**config.mk**
```make
export PLATFORM = sky130hd
export DESIGN_NAME = cmd_arbiter
export DESIGN_NICKNAME = d
export VERILOG_FILES = /design/src/rtl/cmd_arb_pkg.sv /design/src/rtl/key_debounce.sv /design/src/rtl/cmd_arbiter.sv
export SDC_FILE = /design/constraint.sdc
export NUM_CORES = 1
export LEC_CHECK = 0
export BUFFER_PORTS_ARGS = -buffer_cell sky130_fd_sc_hd__buf_2
export CORE_MARGIN = 5
export CORE_UTILIZATION = 40
export DETAILED_ROUTE_END_ITERATION = 12
export SLEW_MARGIN = 20
export SYNTH_ARGS = -nofsm -noshare
export SYNTH_HDL_FRONTEND = slang
export SYNTH_SLANG_ARGS = --single-unit
```
**constraint.sdc**
```tcl
create_clock -name clk -period 3.5 [get_ports clk]
set_input_delay 0 -clock clk [delete_from_list [all_inputs] [get_ports clk]]
set_output_delay 0 -clock clk [all_outputs]
set_load 0.02 [all_outputs]
```
**src/rtl/cmd_arb_pkg.sv**
```systemverilog
// Shared constants for the calculator key arbiter: FLAG bit indices,
// arbiter FSM states and the fixed-priority pick helper.
package cmd_arb_pkg;

    localparam int N_KEYS   = 4;
    localparam int KEY_PUSH = 3;
    localparam int KEY_POP  = 2;
    localparam int KEY_ADD  = 1;
    localparam int KEY_MUL  = 0;

    typedef enum logic {
        IDLE = 1'b0,
        WAIT = 1'b1
    } arb_state_e;

    // Highest set index wins, so push beats pop beats add beats mult.
    function automatic logic [1:0] prio_pick(input logic [N_KEYS-1:0] req);
        logic [1:0] idx;
        idx = 2'd0;
        for (int i = 0; i < N_KEYS; i++) begin
            if (req[i]) begin
                idx = 2'(i);
            end
        end
        return idx;
    endfunction

endpackage

```
**src/rtl/key_debounce.sv**
```systemverilog
// One key: two-flop synchronizer, stability counter, debounced level and a
// one-cycle pulse on each accepted 0->1 change of that level.
module key_debounce #(
    parameter int DEBOUNCE_CYCLES = 16,
    parameter int CNT_W           = 16
) (
    input  logic clk,
    input  logic reset_n,
    input  logic key_raw,
    output logic press
);

    logic             sync1_reg;
    logic             sync2_reg;
    logic             level_reg;
    logic             press_reg;
    logic [CNT_W-1:0] cnt_reg;
    logic             differ;
    logic             settle;

    assign differ = (sync2_reg != level_reg);
    // The sample that completes DEBOUNCE_CYCLES differing samples flips the level.
    assign settle = differ && (cnt_reg == CNT_W'(DEBOUNCE_CYCLES - 1));

    always_ff @(posedge clk or negedge reset_n) begin
        if (!reset_n) begin
            sync1_reg <= 1'b0;
            sync2_reg <= 1'b0;
            level_reg <= 1'b0;
            press_reg <= 1'b0;
            cnt_reg   <= '0;
        end else begin
            sync1_reg <= key_raw;
            sync2_reg <= sync1_reg;
            press_reg <= settle && !level_reg;
            if (!differ) begin
                cnt_reg <= '0;
            end else if (settle) begin
                cnt_reg   <= '0;
                level_reg <= ~level_reg;
            end else begin
                cnt_reg <= cnt_reg + CNT_W'(1);
            end
        end
    end

    assign press = press_reg;

endmodule

```
**src/rtl/cmd_arbiter.sv**
```systemverilog
// Turns debounced key presses into sticky pending requests and posts them
// one at a time on FLAG[3:0] until the CPU clears the posted bit.
module cmd_arbiter
    import cmd_arb_pkg::*;
#(
    parameter int DEBOUNCE_CYCLES = 16,
    parameter int CNT_W           = 16
) (
    input  logic              clk,
    input  logic              reset_n,
    input  logic [N_KEYS-1:0] key_raw,
    input  logic [N_KEYS-1:0] flag_clr,
    output logic [N_KEYS-1:0] flag,
    output logic              busy,
    output logic [1:0]        grant_id,
    output logic              dropped
);

    logic [N_KEYS-1:0] press;
    logic [N_KEYS-1:0] pending_reg;
    logic [N_KEYS-1:0] pending_next;
    logic [N_KEYS-1:0] ack_vec;
    logic [N_KEYS-1:0] drop_vec;
    logic [N_KEYS-1:0] flag_reg;
    logic [N_KEYS-1:0] flag_next;
    logic              busy_reg;
    logic              busy_next;
    logic [1:0]        grant_reg;
    logic [1:0]        grant_next;
    logic              dropped_reg;
    arb_state_e        state_reg;
    arb_state_e        state_next;

    generate
        for (genvar gi = 0; gi < N_KEYS; gi++) begin : g_key
            key_debounce #(
                .DEBOUNCE_CYCLES(DEBOUNCE_CYCLES),
                .CNT_W          (CNT_W)
            ) u_debounce (
                .clk    (clk),
                .reset_n(reset_n),
                .key_raw(key_raw[gi]),
                .press  (press[gi])
            );
        end
    endgenerate

    always_comb begin
        state_next = state_reg;
        flag_next  = flag_reg;
        busy_next  = busy_reg;
        grant_next = grant_reg;
        ack_vec    = '0;
        case (state_reg)
            IDLE: begin
                if (|pending_reg) begin
                    grant_next = prio_pick(pending_reg);
                    flag_next  = N_KEYS'(1) << grant_next;
                    busy_next  = 1'b1;
                    state_next = WAIT;
                end
            end
            WAIT: begin
                // Only the clear of the posted bit counts as an acknowledge.
                if (flag_clr[grant_reg]) begin
                    ack_vec    = N_KEYS'(1) << grant_reg;
                    flag_next  = '0;
                    busy_next  = 1'b0;
                    state_next = IDLE;
                end
            end
            default: state_next = IDLE;
        endcase
    end

    // A press landing on the bit being acknowledged re-arms it instead of dropping.
    assign drop_vec     = press & pending_reg & ~ack_vec;
    assign pending_next = (pending_reg & ~ack_vec) | press;

    always_ff @(posedge clk or negedge reset_n) begin
        if (!reset_n) begin
            state_reg   <= IDLE;
            pending_reg <= '0;
            flag_reg    <= '0;
            busy_reg    <= 1'b0;
            grant_reg   <= 2'd0;
            dropped_reg <= 1'b0;
        end else begin
            state_reg   <= state_next;
            pending_reg <= pending_next;
            flag_reg    <= flag_next;
            busy_reg    <= busy_next;
            grant_reg   <= grant_next;
            dropped_reg <= |drop_vec;
        end
    end

    assign flag     = flag_reg;
    assign busy     = busy_reg;
    assign grant_id = grant_reg;
    assign dropped  = dropped_reg;

endmodule

```
==> report_table.html, run 1 <==
<table>
<tr><th>Metric</th><th>Value</th></tr>
<tr><th colspan="2">Cells and area</th></tr>
<tr><td>Final cell count without fillers</td><td>572</td></tr>
<tr><td>Fillers</td><td>1003</td></tr>
<tr><td>Layout net count</td><td>445</td></tr>
<tr><td>Largest register FFs</td><td>64</td></tr>
<tr><td>Number of antenna repair diodes</td><td>0</td></tr>
<tr><td>Area delta synth-&gt;final</td><td>12.7%</td></tr>
<tr><td>Post-route standard cell area excluding fillers</td><td>4730 µm²</td></tr>
<tr><td>Share of final-layout standard cells stronger than drive strength 1</td><td>9.86%</td></tr>
<tr><th colspan="2">Outcome</th></tr>
<tr><td>Run status</td><td>completed</td></tr>
<tr><th colspan="2">Route</th></tr>
<tr><td>Routed WL per cell</td><td>13.4 µm</td></tr>
<tr><td>Antenna-violating nets left</td><td>0</td></tr>
<tr><td>DRC Markers</td><td>0</td></tr>
<tr><td>Via total after detailed routing</td><td>2960</td></tr>
<tr><td>First-pass iteration count of the detailed router</td><td>4</td></tr>
<tr><td>Vias per std cell</td><td>5.17</td></tr>
<tr><td>Total wire length after detailed routing</td><td>7690 µm</td></tr>
<tr><td>Detailed router's first-iteration violation count</td><td>147</td></tr>
<tr><th colspan="2">Timing</th></tr>
<tr><td>Count of final setup violators</td><td>0</td></tr>
<tr><td>Max-Slew Margin vs Limit</td><td>51.6%</td></tr>
<tr><td>Max Transition Viols Final</td><td>0</td></tr>
<tr><td>RSZ-0062 raised after global routing</td><td>false</td></tr>
<tr><td>Setup TNS after final layout</td><td>0 ns</td></tr>
<tr><td>Period utilization</td><td>51.4%</td></tr>
<tr><td>Final min period</td><td>1.80 ns</td></tr>
<tr><td>Setup skew after layout</td><td>0.0141 ns</td></tr>
<tr><td>Final number of hold-violating endpoints</td><td>0</td></tr>
<tr><td>Maximum clock rate</td><td>0.556 GHz</td></tr>
<tr><td>Pin slew with the least headroom to its limit</td><td>0.725 ns</td></tr>
<tr><th colspan="2">Setup path</th></tr>
<tr><td>Element type at the critical path start</td><td>register</td></tr>
<tr><td>Type of element capturing the critical path</td><td>register</td></tr>
<tr><td>Startpoint of the lowest-slack register-to-register path</td><td>g_key[3].u_debounce.cnt_reg[5]</td></tr>
<tr><td>Reg2Reg Setup Slack</td><td>1.70 ns</td></tr>
<tr><td>CP Class</td><td>register to register</td></tr>
<tr><td>Max FO, Critical Path</td><td>6</td></tr>
<tr><td>Required time worst endpoint</td><td>3.78 ns</td></tr>
<tr><td>Data arrival at the endpoint of the critical path</td><td>2.08 ns</td></tr>
<tr><td>Origin of the worst setup path</td><td>g_key[3].u_debounce.cnt_reg[5]</td></tr>
<tr><th colspan="2">Synth</th></tr>
<tr><td>Ys async rst share</td><td>100%</td></tr>
<tr><td>Distinct cell type count of the synthesized netlist</td><td>36</td></tr>
<tr><td>Syn avg cell area</td><td>10.5 µm²</td></tr>
<tr><td>Post-synth EDFFs</td><td>0</td></tr>
<tr><td>Adder-Cell Fraction of Synth Area</td><td>1.19%</td></tr>
<tr><td>Post-synthesis compound-gate area fraction</td><td>3.63%</td></tr>
<tr><td>Number of nets produced by synthesis</td><td>414</td></tr>
<tr><td>Fraction of the mapped netlist area in simple logic gates</td><td>24.2%</td></tr>
<tr><td>Netlist area before placement</td><td>4200 µm²</td></tr>
<tr><td>#FFs+latches synth</td><td>93</td></tr>
<tr><td>Mapped Cells</td><td>400</td></tr>
<tr><td>Combinational family with the most area after synthesis</td><td>simple AND/OR/NAND/NOR gates</td></tr>
<tr><td>Most instantiated flip-flop cell in the synthesis netlist</td><td>sky130_fd_sc_hd__dfrtp_1</td></tr>
<tr><td>Multiplexer share of the synthesized area</td><td>2.09%</td></tr>
<tr><td>Number of warnings issued by yosys</td><td>0</td></tr>
<tr><td>Synthesized-area fraction occupied by xor and xnor cells</td><td>12.1%</td></tr>
<tr><td>Sequential area share after synthesis</td><td>55.4%</td></tr>
<tr><th colspan="2">Clock network</th></tr>
<tr><td>H-tree level count</td><td>3</td></tr>
<tr><td>Number of clock sinks</td><td>93</td></tr>
<tr><td>TritonCTS clock tree</td><td>built</td></tr>
<tr><td>Clock root buffer</td><td>sky130_fd_sc_hd__clkbuf_8</td></tr>
<tr><td>Maximum clock path buffer count</td><td>2</td></tr>
<tr><td>CTS clk-pin slew, worst paths</td><td>0.09 ns</td></tr>
<tr><td>TritonCTS buffer count</td><td>9</td></tr>
<tr><td>Worst-Skew Late Latency</td><td>0.36 ns</td></tr>
<tr><th colspan="2">Power</th></tr>
<tr><td>Maximum vdd ir drop</td><td>0.217 mV</td></tr>
<tr><td>Portion of total power attributed to the clock network</td><td>38.2%</td></tr>
<tr><td>Switching portion of total power</td><td>25.0%</td></tr>
<tr><td>Power per unit of standard cell area</td><td>417 nW/µm²</td></tr>
<tr><td>Internal power</td><td>1.48 mW</td></tr>
<tr><td>Switching power of the nets</td><td>0.493 mW</td></tr>
<tr><td>Static leakage</td><td>2.02 nW</td></tr>
<tr><td>Power, Total</td><td>1.97 mW</td></tr>
<tr><td>Part of the total power dissipated in sequential elements</td><td>56.8%</td></tr>
<tr><td>Proportion of power drawn by combinational gates</td><td>5.0%</td></tr>
<tr><th colspan="2">Die</th></tr>
<tr><td>Placeable core area</td><td>10300 µm²</td></tr>
<tr><td>I/O pin count</td><td>18</td></tr>
<tr><td>Y dimension of the die</td><td>112 µm</td></tr>
<tr><td>Initial core utilization</td><td>40.9%</td></tr>
<tr><td>Floorplan die area</td><td>12600 µm²</td></tr>
<tr><td>Chip Width</td><td>112 µm</td></tr>
<tr><td>Row cnt</td><td>37</td></tr>
<tr><th colspan="2">Global routing</th></tr>
<tr><td>Maximum number of pins on one net before global-route repair</td><td>59</td></tr>
<tr><td>Antenna violations before repair</td><td>0</td></tr>
<tr><td>Global-route wire length before repair</td><td>13400 µm</td></tr>
<tr><td>Via count of the first global-routing pass</td><td>2838</td></tr>
<tr><td>Overall Global Routing Usage</td><td>12.8%</td></tr>
<tr><td>Leftover overflow at the end of global routing</td><td>0</td></tr>
<tr><th colspan="2">Placement</th></tr>
<tr><td>Placed wire-length estimate</td><td>5260 µm</td></tr>
<tr><td>Cells after DPL</td><td>548</td></tr>
<tr><td>Instance area at placement</td><td>4440 µm²</td></tr>
<tr><td>Routability congestion estimate</td><td>0.802</td></tr>
<tr><td>Count of buffers inserted at the top-level ports</td><td>17</td></tr>
<tr><th colspan="2">Job</th></tr>
<tr><td>Maximum capacitance violations</td><td>0</td></tr>
<tr><th colspan="2">Hold path</th></tr>
<tr><td>Hold Crit Class</td><td>input port to register</td></tr>
<tr><td>Beginning of the worst hold path</td><td>flag_clr[3]</td></tr>
</table>
[layout make-up]
class	count	area (µm²)	share of cell area, %
sequential	93	2330	49.2
multi-input combinational	292	1820	38.4
clock buffer	9	124	2.62
tap	136	170	3.59
timing repair buffer	26	175	3.70
clock inverter	7	87.6	1.85
inverter	9	33.8	0.714
[cells in the mapped netlist, types with 5 or more instances]
cell type,number,share of area [%]
sky130_fd_sc_hd__a21oi_1,8,0.95
sky130_fd_sc_hd__and3_1,8,1.2
sky130_fd_sc_hd__clkbuf_1,6,0.54
sky130_fd_sc_hd__dfrtp_1,93,55
sky130_fd_sc_hd__inv_1,9,0.80
sky130_fd_sc_hd__nand2_1,28,2.5
sky130_fd_sc_hd__nand3_1,12,1.4
sky130_fd_sc_hd__nand4_1,23,3.4
sky130_fd_sc_hd__nor2_1,66,5.9
sky130_fd_sc_hd__nor3_1,17,2.0
sky130_fd_sc_hd__nor4_1,26,3.9
sky130_fd_sc_hd__o21ai_0,5,0.60
sky130_fd_sc_hd__xnor2_1,41,8.5
sky130_fd_sc_hd__xor2_1,17,3.5
[layer usage]
| metal | GRT usage (%) | up-vias | part of all wire (%) | routed length, µm |
|---|---|---|---|---|
| met2 | 20.5 | 36 | 47 | 3590 |
| met3 | 3.61 | 5 | 3.4 | 261 |
| met4 | 3.13 | 0 | 0.75 | 58 |
| li1 | - | 1474 | - | - |
| met1 | 17.3 | 1445 | 49 | 3780 |
| met5 | 0 | - | 0 | 0 |
[worst paths after layout]
check	depth (start not counted)	endpoint
worst min register to register	0	g_key[2].u_debounce.sync2_reg
worst min-delay path	3	pending_reg[3]
min in group asynchronous	2	g_key[0].u_debounce.cnt_reg[15]
worst max-delay path	4	g_key[3].u_debounce.cnt_reg[15]
max in group asynchronous	3	g_key[2].u_debounce.sync1_reg
worst max register to register	4	g_key[3].u_debounce.cnt_reg[15]
[logic make-up (layout without fill, tap and decap cells)]
| group | after synthesis | count (layout) |
|---|---|---|
| fa+ha+maj | 4 | 4 |
| buf+inv | 15 | 51 |
| flops | 93 | 93 |
| xor+xnor | 58 | 58 |
| compound gates | 24 | 24 |
| simple gates | 199 | 199 |
| mux | 7 | 7 |
[layout by cell type, fill, tap and decap left out, types with 4 or more instances in the layout]
master and n:
sky130_fd_sc_hd__dlygate4sd3_1 8, sky130_fd_sc_hd__nor3b_1 4, sky130_fd_sc_hd__nand2_1 28, sky130_fd_sc_hd__nor4_1 26, sky130_fd_sc_hd__nand3_1 12, sky130_fd_sc_hd__o21ai_0 5
sky130_fd_sc_hd__nor2_1 66, sky130_fd_sc_hd__ha_1 4, sky130_fd_sc_hd__and4_1 4, sky130_fd_sc_hd__buf_2 16, sky130_fd_sc_hd__xor2_1 17, sky130_fd_sc_hd__nand4_1 23
sky130_fd_sc_hd__mux2_2 4, sky130_fd_sc_hd__nor3_1 17, sky130_fd_sc_hd__and3_1 8, sky130_fd_sc_hd__a21oi_1 8, sky130_fd_sc_hd__inv_1 9, sky130_fd_sc_hd__xnor2_1 41
sky130_fd_sc_hd__a21o_1 4, sky130_fd_sc_hd__dfrtp_1 93, sky130_fd_sc_hd__clkbuf_8 9
[per-stage QoR]
stage | setup WS, ns | hold slack, ns | util (%)
detailed placement | 1.70 | 0.109 | 43.2
finish | 1.70 | 0.0165 | 46.1
CTS | 1.70 | 0.00332 | 46.1
global placement | 1.76 | 0.104 | 43.2
global route | 1.56 | 0.00391 | 46.1
floorplan | 1.82 | -0.296 | -
[power groups by stage]
| stage | combinational (mW) | clock [mW] | sequential, mW |
|---|---|---|---|
| 3_3_place_gp | 0.0937 | 0 | 1.14 |
| 6_report | 0.0993 | 0.753 | 1.12 |
| 3_5_place_dp | 0.0952 | 0 | 1.14 |
| 5_1_grt | 0.114 | 0.824 | 1.13 |
| 2_1_floorplan | 0.0387 | 0 | 1.15 |
| 4_1_cts | 0.102 | 0.784 | 1.12 |
[worst max-delay path: stages (launching register included)]
cell	delay (ns)
sky130_fd_sc_hd__dfrtp_1	0.49
sky130_fd_sc_hd__nand4_4	0.15
sky130_fd_sc_hd__or3_4	0.43
sky130_fd_sc_hd__or4_1	0.51
sky130_fd_sc_hd__a21oi_1	0.15
[timing repair]
action / CTS / global route
hold buffers: 8 / 0
buffers inserted: 0 / 0
resized for setup: 0 / 0
endpoints found under the hold margin: 64 / 0
No activity file was read; power rests on OpenSTA's default activity.
==> inputs of run 2 (changes only) <==
Clock period 3.5 ns to 1.57 ns, I/O delays scaled along.
==> report_table.html, run 2 (same netlist as run 1, synthesis figures left out) <==
<table>
<tr><th>Metric</th><th>Value</th></tr>
<tr><th colspan="2">Outcome</th></tr>
<tr><td>Run status</td><td>completed</td></tr>
<tr><th colspan="2">Clock network</th></tr>
<tr><td>TritonCTS clock tree</td><td>built</td></tr>
<tr><td>CTS clk-pin slew, worst paths</td><td>0.09 ns (about the same)</td></tr>
<tr><td>Number of clock sinks</td><td>93 (unchanged)</td></tr>
<tr><td>Clock root buffer</td><td>sky130_fd_sc_hd__clkbuf_8</td></tr>
<tr><td>H-tree level count</td><td>3 (unchanged)</td></tr>
<tr><td>Worst-Skew Late Latency</td><td>0.36 ns (about the same)</td></tr>
<tr><td>TritonCTS buffer count</td><td>9 (unchanged)</td></tr>
<tr><td>Maximum clock path buffer count</td><td>2 (unchanged)</td></tr>
<tr><th colspan="2">Timing</th></tr>
<tr><td>Max-Slew Margin vs Limit</td><td>68.6% (+17 points)</td></tr>
<tr><td>Final number of hold-violating endpoints</td><td>0 (unchanged)</td></tr>
<tr><td>Minimum hold slack</td><td>0.0231 ns (+0.00656 ns)</td></tr>
<tr><td>Max Transition Viols Final</td><td>0 (unchanged)</td></tr>
<tr><td>Setup skew after layout</td><td>0.0165 ns (+0.00232 ns)</td></tr>
<tr><td>Final min period</td><td>1.55 ns (-0.255 ns)</td></tr>
<tr><td>Maximum clock rate</td><td>0.647 GHz (+16%)</td></tr>
<tr><td>Count of final setup violators</td><td>0 (unchanged)</td></tr>
<tr><td>Period utilization</td><td>98.4% (+47 points)</td></tr>
<tr><td>RSZ-0062 raised after global routing</td><td>true</td></tr>
<tr><td>Pin slew with the least headroom to its limit</td><td>0.471 ns (-0.254 ns)</td></tr>
<tr><th colspan="2">Setup path</th></tr>
<tr><td>Worst reg2reg path endpoint</td><td>g_key[3].u_debounce.cnt_reg[13]</td></tr>
<tr><td>Required time worst endpoint</td><td>1.81 ns (-1.97 ns)</td></tr>
<tr><td>Max FO, Critical Path</td><td>6 (unchanged)</td></tr>
<tr><td>Type of element capturing the critical path</td><td>register</td></tr>
<tr><td>Element type at the critical path start</td><td>register</td></tr>
<tr><td>CP Class</td><td>register to register</td></tr>
<tr><td>Data arrival at the endpoint of the critical path</td><td>1.79 ns (-0.29 ns)</td></tr>
<tr><td>FF-to-FF path depth</td><td>6 (+2)</td></tr>
<tr><td>Startpoint of the lowest-slack register-to-register path</td><td>g_key[3].u_debounce.cnt_reg[5]</td></tr>
<tr><td>Reg2Reg Setup Slack</td><td>0.02 ns (-1.68 ns)</td></tr>
<tr><th colspan="2">Cells and area</th></tr>
<tr><td>Fillers</td><td>956 (-4.7%)</td></tr>
<tr><td>Layout net count</td><td>474 (+6.5%)</td></tr>
<tr><td>Commonest non-fill, non-tap cells in the layout</td><td>91 x sky130_fd_sc_hd__dfrtp_1, 66 x sky130_fd_sc_hd__nor2_1, 41 x sky130_fd_sc_hd__xnor2_1</td></tr>
<tr><td>Final Util</td><td>49.6% (+3.6 points)</td></tr>
<tr><td>Largest register FFs</td><td>64 (unchanged)</td></tr>
<tr><td>Area delta synth-&gt;final</td><td>21.4%</td></tr>
<tr><td>Reg area</td><td>2330 µm² (+0.11%)</td></tr>
<tr><td>Share of final-layout standard cells stronger than drive strength 1</td><td>19.6% (+9.7 points)</td></tr>
<tr><td>Number of antenna repair diodes</td><td>0 (unchanged)</td></tr>
<tr><td>Commonest non-fill, non-tap cell in the layout</td><td>sky130_fd_sc_hd__dfrtp_1</td></tr>
<tr><td>Total area of multi-input combinational cells</td><td>1910 µm² (+5.1%)</td></tr>
<tr><th colspan="2">Global routing</th></tr>
<tr><td>Leftover overflow at the end of global routing</td><td>0 (unchanged)</td></tr>
<tr><td>Global-route wire length before repair</td><td>13300 µm (-0.87%)</td></tr>
<tr><td>Maximum number of pins on one net before global-route repair</td><td>94 (+59%)</td></tr>
<tr><td>Via count of the first global-routing pass</td><td>2871 (+1.2%)</td></tr>
<tr><td>Antenna violations before repair</td><td>0 (unchanged)</td></tr>
<tr><td>Overall Global Routing Usage</td><td>12.9% (+0.13 points)</td></tr>
<tr><th colspan="2">Job</th></tr>
<tr><td>Maximum capacitance violations</td><td>0 (unchanged)</td></tr>
<tr><th colspan="2">Route</th></tr>
<tr><td>Routed WL per cell</td><td>13.3 µm (-1.2%)</td></tr>
<tr><td>Detailed router's first-iteration violation count</td><td>92 (-37%)</td></tr>
<tr><td>Via total after detailed routing</td><td>3081 (+4.1%)</td></tr>
<tr><td>Vias per std cell</td><td>5.13 (-0.93%)</td></tr>
<tr><td>Antenna-violating nets left</td><td>0 (unchanged)</td></tr>
<tr><td>First-pass iteration count of the detailed router</td><td>4 (unchanged)</td></tr>
<tr><td>DRC Markers</td><td>0 (unchanged)</td></tr>
<tr><td>Total wire length after detailed routing</td><td>7980 µm (+3.8%)</td></tr>
<tr><th colspan="2">Die</th></tr>
<tr><td>I/O pin count</td><td>18 (unchanged)</td></tr>
<tr><td>Y dimension of the die</td><td>112 µm (unchanged)</td></tr>
<tr><td>Initial core utilization</td><td>40.9% (unchanged)</td></tr>
<tr><td>Placeable core area</td><td>10300 µm² (unchanged)</td></tr>
<tr><td>Floorplan die area</td><td>12600 µm² (unchanged)</td></tr>
<tr><td>Row cnt</td><td>37 (unchanged)</td></tr>
<tr><td>Chip Width</td><td>112 µm (unchanged)</td></tr>
<tr><th colspan="2">Hold path</th></tr>
<tr><td>Number of cells on the worst hold path</td><td>3 (unchanged)</td></tr>
<tr><td>Hold Crit Class</td><td>input port to register</td></tr>
<tr><td>Endpoint of the worst hold path</td><td>pending_reg[2]</td></tr>
<tr><td>Beginning of the worst hold path</td><td>flag_clr[2]</td></tr>
<tr><th colspan="2">Placement</th></tr>
<tr><td>Placed wire-length estimate</td><td>5330 µm (+1.4%)</td></tr>
<tr><td>Routability congestion estimate</td><td>0.834 (+4.0%)</td></tr>
<tr><td>Count of buffers inserted at the top-level ports</td><td>17 (unchanged)</td></tr>
<tr><th colspan="2">Power</th></tr>
<tr><td>Power per unit of standard cell area</td><td>891 nW/µm² (+110%)</td></tr>
<tr><td>Power, Total</td><td>4.54 mW (+130%)</td></tr>
<tr><td>Maximum vdd ir drop</td><td>0.406 mV (+87%)</td></tr>
<tr><td>Static leakage</td><td>2.17 nW (+7.4%)</td></tr>
</table>
-- run 2: cell count changes in the layout (fill, tap and decap cells not counted), sizes merged --
cell	delta
clkbuf	+2
inv	-4
clkinvlp	+2
bufinv	+1
clkinv	-1
dlygate4sd3	-1
buf	+30
-- run 2: final cells by class --
type                    count  share of cell area, %
multi-input cells         292                   37.4
flip-flops and latches     93                   45.7
well taps                 136                   3.34
clock buffers              11                   2.77
inverters                   9                  0.662
clock inverters             5                   1.64
repair buffers             55                   8.46
-- run 2: worst max-delay path by stage --
stage,start,end,slack (ns),cells past startpoint
2_1_floorplan,g_key[3].u_debounce.cnt_reg[6],g_key[3].u_debounce.cnt_reg[13],-0.01,4
3_3_place_gp,g_key[3].u_debounce.cnt_reg[8],g_key[3].u_debounce.cnt_reg[13],0.03,4
3_5_place_dp,g_key[3].u_debounce.cnt_reg[8],g_key[3].u_debounce.cnt_reg[13],0.002,4
4_1_cts,g_key[3].u_debounce.cnt_reg[8],g_key[3].u_debounce.cnt_reg[13],0.03,4
5_1_grt,g_key[3].u_debounce.cnt_reg[5],g_key[3].u_debounce.cnt_reg[13],-0.08,6
6_report,g_key[3].u_debounce.cnt_reg[5],g_key[3].u_debounce.cnt_reg[13],0.02,6
-- run 2: timing repair --
action | 4_1_cts | 5_1_grt
hold endpoints to repair | 99 | 0
gates resized for setup | 0 | 20
setup endpoints to repair | 1 | 50
hold buffers | 7 | 0
buffers inserted | 0 | 6
pin swaps | 3 | 9
-- run 2: worst max-delay path, stage by stage, from the launching register on --
cell,delay [ns]
sky130_fd_sc_hd__dfrtp_2,0.43
sky130_fd_sc_hd__buf_4,0.16
sky130_fd_sc_hd__nor4_2,0.24
sky130_fd_sc_hd__nand4_1,0.21
sky130_fd_sc_hd__nand2_1,0.17
sky130_fd_sc_hd__buf_4,0.17
sky130_fd_sc_hd__a21oi_1,0.05
-- run 2: power by group --
part           switching [mW]  total [mW]  internal, mW
Sequential             0.0511        2.50          2.45
Combinational           0.155       0.269         0.114
Clock                   0.833        1.78         0.944
-- run 2: layer usage --
layer / GRT usage (%) / routed length (µm) / vias to the layer above
met1: 17.9 / 3840 / 1489
met4: 5.53 / 146 / 0
met5: 0 / 0 / -
met2: 19.9 / 3770 / 48
met3: 2.43 / 218 / 13
li1: - / - / 1531
-- run 2: through the flow --
stage / setup TNS, ns / worst slack [ns] / cell area (µm²) / cells
3_5_place_dp: 0 / 0.00196 / 4660 / 572
3_3_place_gp: 0 / 0.0328 / 4660 / 572
6_report: 0 / 0.0246 / 5100 / 601
2_1_floorplan: -0.0112 / -0.0112 / 4200 / 400
4_1_cts: 0 / 0.0266 / 4960 / 595
5_1_grt: -0.820 / -0.0788 / 5100 / 601
==> inputs of run 3 (changes only) <==
Settings changed: ABC_AREA set to 1, BUFFER_PORTS_ARGS -buffer_cell sky130_fd_sc_hd__buf_2 to not set, DONT_BUFFER_PORTS set to 1.
==> report_table.html, run 3 <==
<table>
<tr><th>Metric</th><th>Value</th></tr>
<tr><th colspan="2">Cells and area</th></tr>
<tr><td>Fillers</td><td>1192 (+25%)</td></tr>
<tr><td>Commonest non-fill, non-tap cell in the layout</td><td>sky130_fd_sc_hd__nand2_1</td></tr>
<tr><td>Share of final-layout standard cells stronger than drive strength 1</td><td>5.81% (-14 points)</td></tr>
<tr><td>Post-route standard cell area excluding fillers</td><td>5470 µm² (+7.2%)</td></tr>
<tr><td>Largest register FFs</td><td>64 (unchanged)</td></tr>
<tr><td>Area delta synth-&gt;final</td><td>11.6%</td></tr>
<tr><td>Number of antenna repair diodes</td><td>0 (unchanged)</td></tr>
<tr><td>Layout net count</td><td>680 (+43%)</td></tr>
<tr><td>Commonest non-fill, non-tap cells in the layout</td><td>183 x sky130_fd_sc_hd__nand2_1, 133 x sky130_fd_sc_hd__nor2_1, 92 x sky130_fd_sc_hd__dfrtp_1</td></tr>
<tr><th colspan="2">Clock network</th></tr>
<tr><td>Maximum clock path buffer count</td><td>2 (unchanged)</td></tr>
<tr><td>H-tree level count</td><td>3 (unchanged)</td></tr>
<tr><td>Clock root buffer</td><td>sky130_fd_sc_hd__clkbuf_16</td></tr>
<tr><td>Number of clock sinks</td><td>93 (unchanged)</td></tr>
<tr><td>CTS Hold Bufs</td><td>8 (+1)</td></tr>
<tr><td>CTS clk-pin slew, worst paths</td><td>0.06 ns (-0.03 ns)</td></tr>
<tr><td>TritonCTS clock tree</td><td>built</td></tr>
<tr><td>TritonCTS buffer count</td><td>9 (unchanged)</td></tr>
<tr><td>Worst-Skew Late Latency</td><td>0.34 ns (-0.02 ns)</td></tr>
<tr><th colspan="2">Job</th></tr>
<tr><td>Maximum capacitance violations</td><td>0 (unchanged)</td></tr>
<tr><th colspan="2">Setup path</th></tr>
<tr><td>Data arrival at the endpoint of the critical path</td><td>1.64 ns (-0.15 ns)</td></tr>
<tr><td>Slowest stage delay, CP</td><td>0.42 ns (about the same)</td></tr>
<tr><td>Element type at the critical path start</td><td>register</td></tr>
<tr><td>Type of element capturing the critical path</td><td>register</td></tr>
<tr><td>Critical path's slowest cell</td><td>sky130_fd_sc_hd__dfrtp_1</td></tr>
<tr><td>Required time worst endpoint</td><td>1.80 ns (about the same)</td></tr>
<tr><td>Combined buffer and inverter count along the critical path</td><td>1 (-1)</td></tr>
<tr><td>Cell family with the largest share of critical-path delay</td><td>simple AND/OR/NAND/NOR gates</td></tr>
<tr><td>Reg2Reg Setup Slack</td><td>0.16 ns (+0.14 ns)</td></tr>
<tr><td>Cell-by-cell trace of the critical path</td><td>ha_2 &gt; inv_1 &gt; nor2_1 &gt; nand2_1 &gt; nor2_1 &gt; nand2_1 &gt; nand2_1 &gt; nand2_1</td></tr>
<tr><td>Worst reg2reg path endpoint</td><td>g_key[1].u_debounce.level_reg</td></tr>
<tr><td>CP dominant cell by count</td><td>sky130_fd_sc_hd__nand2_1</td></tr>
<tr><td>CP Class</td><td>register to register</td></tr>
<tr><td>FF-to-FF path depth</td><td>8 (+2)</td></tr>
<tr><td>Startpoint of the lowest-slack register-to-register path</td><td>g_key[1].u_debounce.cnt_reg[0]</td></tr>
<tr><td>Max FO, Critical Path</td><td>6 (unchanged)</td></tr>
<tr><th colspan="2">Die</th></tr>
<tr><td>Chip Width</td><td>121 µm (+7.3%)</td></tr>
<tr><td>I/O pin count</td><td>18 (unchanged)</td></tr>
<tr><td>Y dimension of the die</td><td>121 µm (+7.3%)</td></tr>
<tr><td>Initial core utilization</td><td>40.8% (-0.088 points)</td></tr>
<tr><td>Floorplan die area</td><td>14600 µm² (+15%)</td></tr>
<tr><td>Placeable core area</td><td>12000 µm² (+17%)</td></tr>
<tr><td>Row cnt</td><td>40 (+8.1%)</td></tr>
<tr><th colspan="2">Synth</th></tr>
<tr><td>Netlist area before placement</td><td>4900 µm² (+17%)</td></tr>
<tr><td>Biggest area contributors in the synthesized netlist</td><td>sky130_fd_sc_hd__dfrtp_1 48%, sky130_fd_sc_hd__nand2_1 14%, sky130_fd_sc_hd__nor2_1 10%, sky130_fd_sc_hd__inv_1 5.6%, sky130_fd_sc_hd__nand3_1 5.5%</td></tr>
<tr><td>Number of warnings issued by yosys</td><td>0 (unchanged)</td></tr>
<tr><td>Syn avg cell area</td><td>7.55 µm² (-28%)</td></tr>
<tr><td>Mapped Cells</td><td>649 (+62%)</td></tr>
<tr><td>Most frequent cells after synthesis</td><td>183 x sky130_fd_sc_hd__nand2_1, 133 x sky130_fd_sc_hd__nor2_1, 93 x sky130_fd_sc_hd__dfrtp_1</td></tr>
<tr><td>#FFs+latches synth</td><td>93 (unchanged)</td></tr>
<tr><td>Sequential area share after synthesis</td><td>47.5% (-7.9 points)</td></tr>
<tr><td>Proportion of netlist area held by the largest area contributor</td><td>47.5% (-7.9 points)</td></tr>
<tr><td>Cell with the most instances after synthesis</td><td>sky130_fd_sc_hd__nand2_1</td></tr>
<tr><td>Dominant cell type by area after synthesis</td><td>sky130_fd_sc_hd__dfrtp_1</td></tr>
<tr><td>Post-synth EDFFs</td><td>0 (unchanged)</td></tr>
<tr><td>Distinct cell type count of the synthesized netlist</td><td>27 (-25%)</td></tr>
<tr><td>Ys async rst share</td><td>100% (unchanged)</td></tr>
<tr><td>Number of nets produced by synthesis</td><td>663 (+60%)</td></tr>
<tr><td>Most instantiated flip-flop cell in the synthesis netlist</td><td>sky130_fd_sc_hd__dfrtp_1</td></tr>
<tr><th colspan="2">Placement</th></tr>
<tr><td>Instance area at placement</td><td>5060 µm² (+8.5%)</td></tr>
<tr><td>Count of buffers inserted at the top-level ports</td><td>0 (-17)</td></tr>
<tr><td>Placed wire-length estimate</td><td>7190 µm (+35%)</td></tr>
<tr><td>Routability congestion estimate</td><td>0.923 (+11%)</td></tr>
<tr><th colspan="2">Timing</th></tr>
<tr><td>Max Transition Viols Final</td><td>0 (unchanged)</td></tr>
<tr><td>Minimum hold slack</td><td>-0.651 ns (-0.674 ns)</td></tr>
<tr><td>Max-Slew Margin vs Limit</td><td>73.9% (+5.3 points)</td></tr>
<tr><td>RSZ-0062 raised after global routing</td><td>false</td></tr>
<tr><td>Final number of hold-violating endpoints</td><td>93 (+93)</td></tr>
<tr><td>Setup TNS after final layout</td><td>0 ns (unchanged)</td></tr>
<tr><td>Pin slew with the least headroom to its limit</td><td>0.391 ns (-0.0804 ns)</td></tr>
<tr><td>Count of final setup violators</td><td>0 (unchanged)</td></tr>
<tr><td>Final min period</td><td>1.41 ns (-0.140 ns)</td></tr>
<tr><td>Maximum clock rate</td><td>0.711 GHz (+9.9%)</td></tr>
<tr><td>Period utilization</td><td>89.5% (-8.9 points)</td></tr>
<tr><td>Setup skew after layout</td><td>0.00424 ns (-0.0122 ns)</td></tr>
<tr><th colspan="2">Power</th></tr>
<tr><td>Static leakage</td><td>2.58 nW (+19%)</td></tr>
<tr><td>Internal power</td><td>3.87 mW (+11%)</td></tr>
<tr><td>Power per unit of standard cell area</td><td>893 nW/µm² (+0.28%)</td></tr>
<tr><td>Proportion of power drawn by combinational gates</td><td>2.7% (-3.2 points)</td></tr>
<tr><td>Switching power of the nets</td><td>1.01 mW (-2.5%)</td></tr>
<tr><td>Maximum vdd ir drop</td><td>0.603 mV (+49%)</td></tr>
<tr><td>Switching portion of total power</td><td>20.7% (-2.1 points)</td></tr>
<tr><td>Portion of total power attributed to the clock network</td><td>46.1% (+7.0 points)</td></tr>
<tr><td>Part of the total power dissipated in sequential elements</td><td>51.2% (-3.8 points)</td></tr>
<tr><th colspan="2">Outcome</th></tr>
<tr><td>Violations in the final reports</td><td>negative hold slack</td></tr>
<tr><td>Run status</td><td>finished, violations left</td></tr>
<tr><th colspan="2">Route</th></tr>
<tr><td>Vias per std cell</td><td>4.85 (-5.4%)</td></tr>
<tr><td>Routed WL per cell</td><td>12.1 µm (-9.0%)</td></tr>
<tr><td>Total wire length after detailed routing</td><td>9890 µm (+24%)</td></tr>
<tr><td>DRC Markers</td><td>0 (unchanged)</td></tr>
<tr><td>Antenna-violating nets left</td><td>0 (unchanged)</td></tr>
<tr><td>Detailed router's first-iteration violation count</td><td>206 (+120%)</td></tr>
<tr><td>First-pass iteration count of the detailed router</td><td>5 (+1)</td></tr>
<tr><td>Via total after detailed routing</td><td>3968 (+29%)</td></tr>
<tr><th colspan="2">Global routing</th></tr>
<tr><td>Global-route wire length before repair</td><td>17500 µm (+32%)</td></tr>
<tr><td>Leftover overflow at the end of global routing</td><td>0 (unchanged)</td></tr>
<tr><td>Antenna violations before repair</td><td>0 (unchanged)</td></tr>
<tr><td>Overall Global Routing Usage</td><td>14.8% (+1.9 points)</td></tr>
<tr><td>Via count of the first global-routing pass</td><td>3839 (+34%)</td></tr>
<tr><td>Maximum number of pins on one net before global-route repair</td><td>94 (unchanged)</td></tr>
<tr><th colspan="2">Hold path</th></tr>
<tr><td>Hold Crit Class</td><td>input port to asynchronous set/reset pin</td></tr>
</table>
run 3: cell count changes after synthesis, sizes merged, moves of 5 or more:
cell | previous run | this run
inv | 9 | 76
nand2 | 28 | 184
nor4 | 26 | 0
buf | 0 | 5
and3 | 8 | 1
o21ai | 5 | 10
nor2 | 66 | 141
clkbuf | 6 | 0
o21bai | 0 | 8
nor3 | 17 | 5
xnor2 | 41 | 5
a21oi | 8 | 3
nand3 | 13 | 54
nand3b | 1 | 7
run 3: routing by layer:
layer / global-route usage [%] / wire, µm
met2: 24.9 / 4780
met4: 4.96 / 150
met1: 18.1 / 4500
met3: 4.72 / 458
met5: 0 / 0
run 3: per-stage QoR:
step | power, mW | utilization [%] | hold slack, ns | worst slack (ns) | instances
6_report | 4.89 | 45.5 | -0.651 | 0.164 | 818
5_1_grt | 5.11 | 45.5 | -0.676 | 0.0291 | 818
4_1_cts | 4.97 | 45.4 | -0.667 | 0.130 | 817
3_5_place_dp | 2.66 | 42.1 | -0.292 | 0.144 | 793
3_3_place_gp | 2.65 | 42.1 | -0.292 | 0.182 | 793
2_1_floorplan | 2.63 | - | -0.296 | 0.283 | 649
run 3: final cells by class:
type	count	area [µm²]	share of cell area [%]
Multi-Input combinational cell	475	2260	41.2
Tap cell	147	184	3.36
Clock buffer	14	274	5.01
Clock inverter	2	38.8	0.709
Timing Repair Buffer	11	103	1.88
Inverter	76	285	5.22
Sequential cell	93	2330	42.6
run 3: repair_timing:
item / 4_1_cts / 5_1_grt
buffers inserted: 0 / 1
endpoints found under the hold margin: 103 / 93
endpoints found under the setup margin: 0 / 11
gates resized for setup: 0 / 4
run 3: worst max path at each step:
stage                     slack [ns]                              to  cells after the start                           start
after floorplan                 0.28  g_key[2].u_debounce.cnt_reg[4]                      8  g_key[2].u_debounce.cnt_reg[0]
after global placement          0.18   g_key[1].u_debounce.level_reg                      8  g_key[1].u_debounce.cnt_reg[0]
after detailed placement        0.14  g_key[2].u_debounce.cnt_reg[1]                      8  g_key[2].u_debounce.cnt_reg[0]
after CTS                       0.13  g_key[2].u_debounce.cnt_reg[4]                      8  g_key[2].u_debounce.cnt_reg[0]
after global routing            0.03  g_key[0].u_debounce.cnt_reg[4]                      6  g_key[0].u_debounce.cnt_reg[0]
final                           0.16   g_key[1].u_debounce.level_reg                      8  g_key[1].u_debounce.cnt_reg[0]
run 3: power by group through the flow:
stage | sequential, mW | combinational [mW] | clock [mW]
6_report | 2.50 | 0.132 | 2.25
3_5_place_dp | 2.55 | 0.111 | 0
2_1_floorplan | 2.53 | 0.0975 | 0
3_3_place_gp | 2.54 | 0.110 | 0
4_1_cts | 2.50 | 0.130 | 2.34
5_1_grt | 2.51 | 0.155 | 2.45
run 3: cells by family after synthesis:
kind of cell	share of synthesized area (%)
compound gates	3.17
simple gates	36.6
buf+inv	6.59
xor+xnor	5.08
flops	47.5
fa+ha+maj	1.02
run 3: worst register-to-register path: cells and delay by family, from the launching register on:
kind / cells / cell delay, ns
fa+ha+maj: 1 / 0.27
buf+inv: 1 / 0.05
flops: 1 / 0.42
simple gates: 6 / 0.54
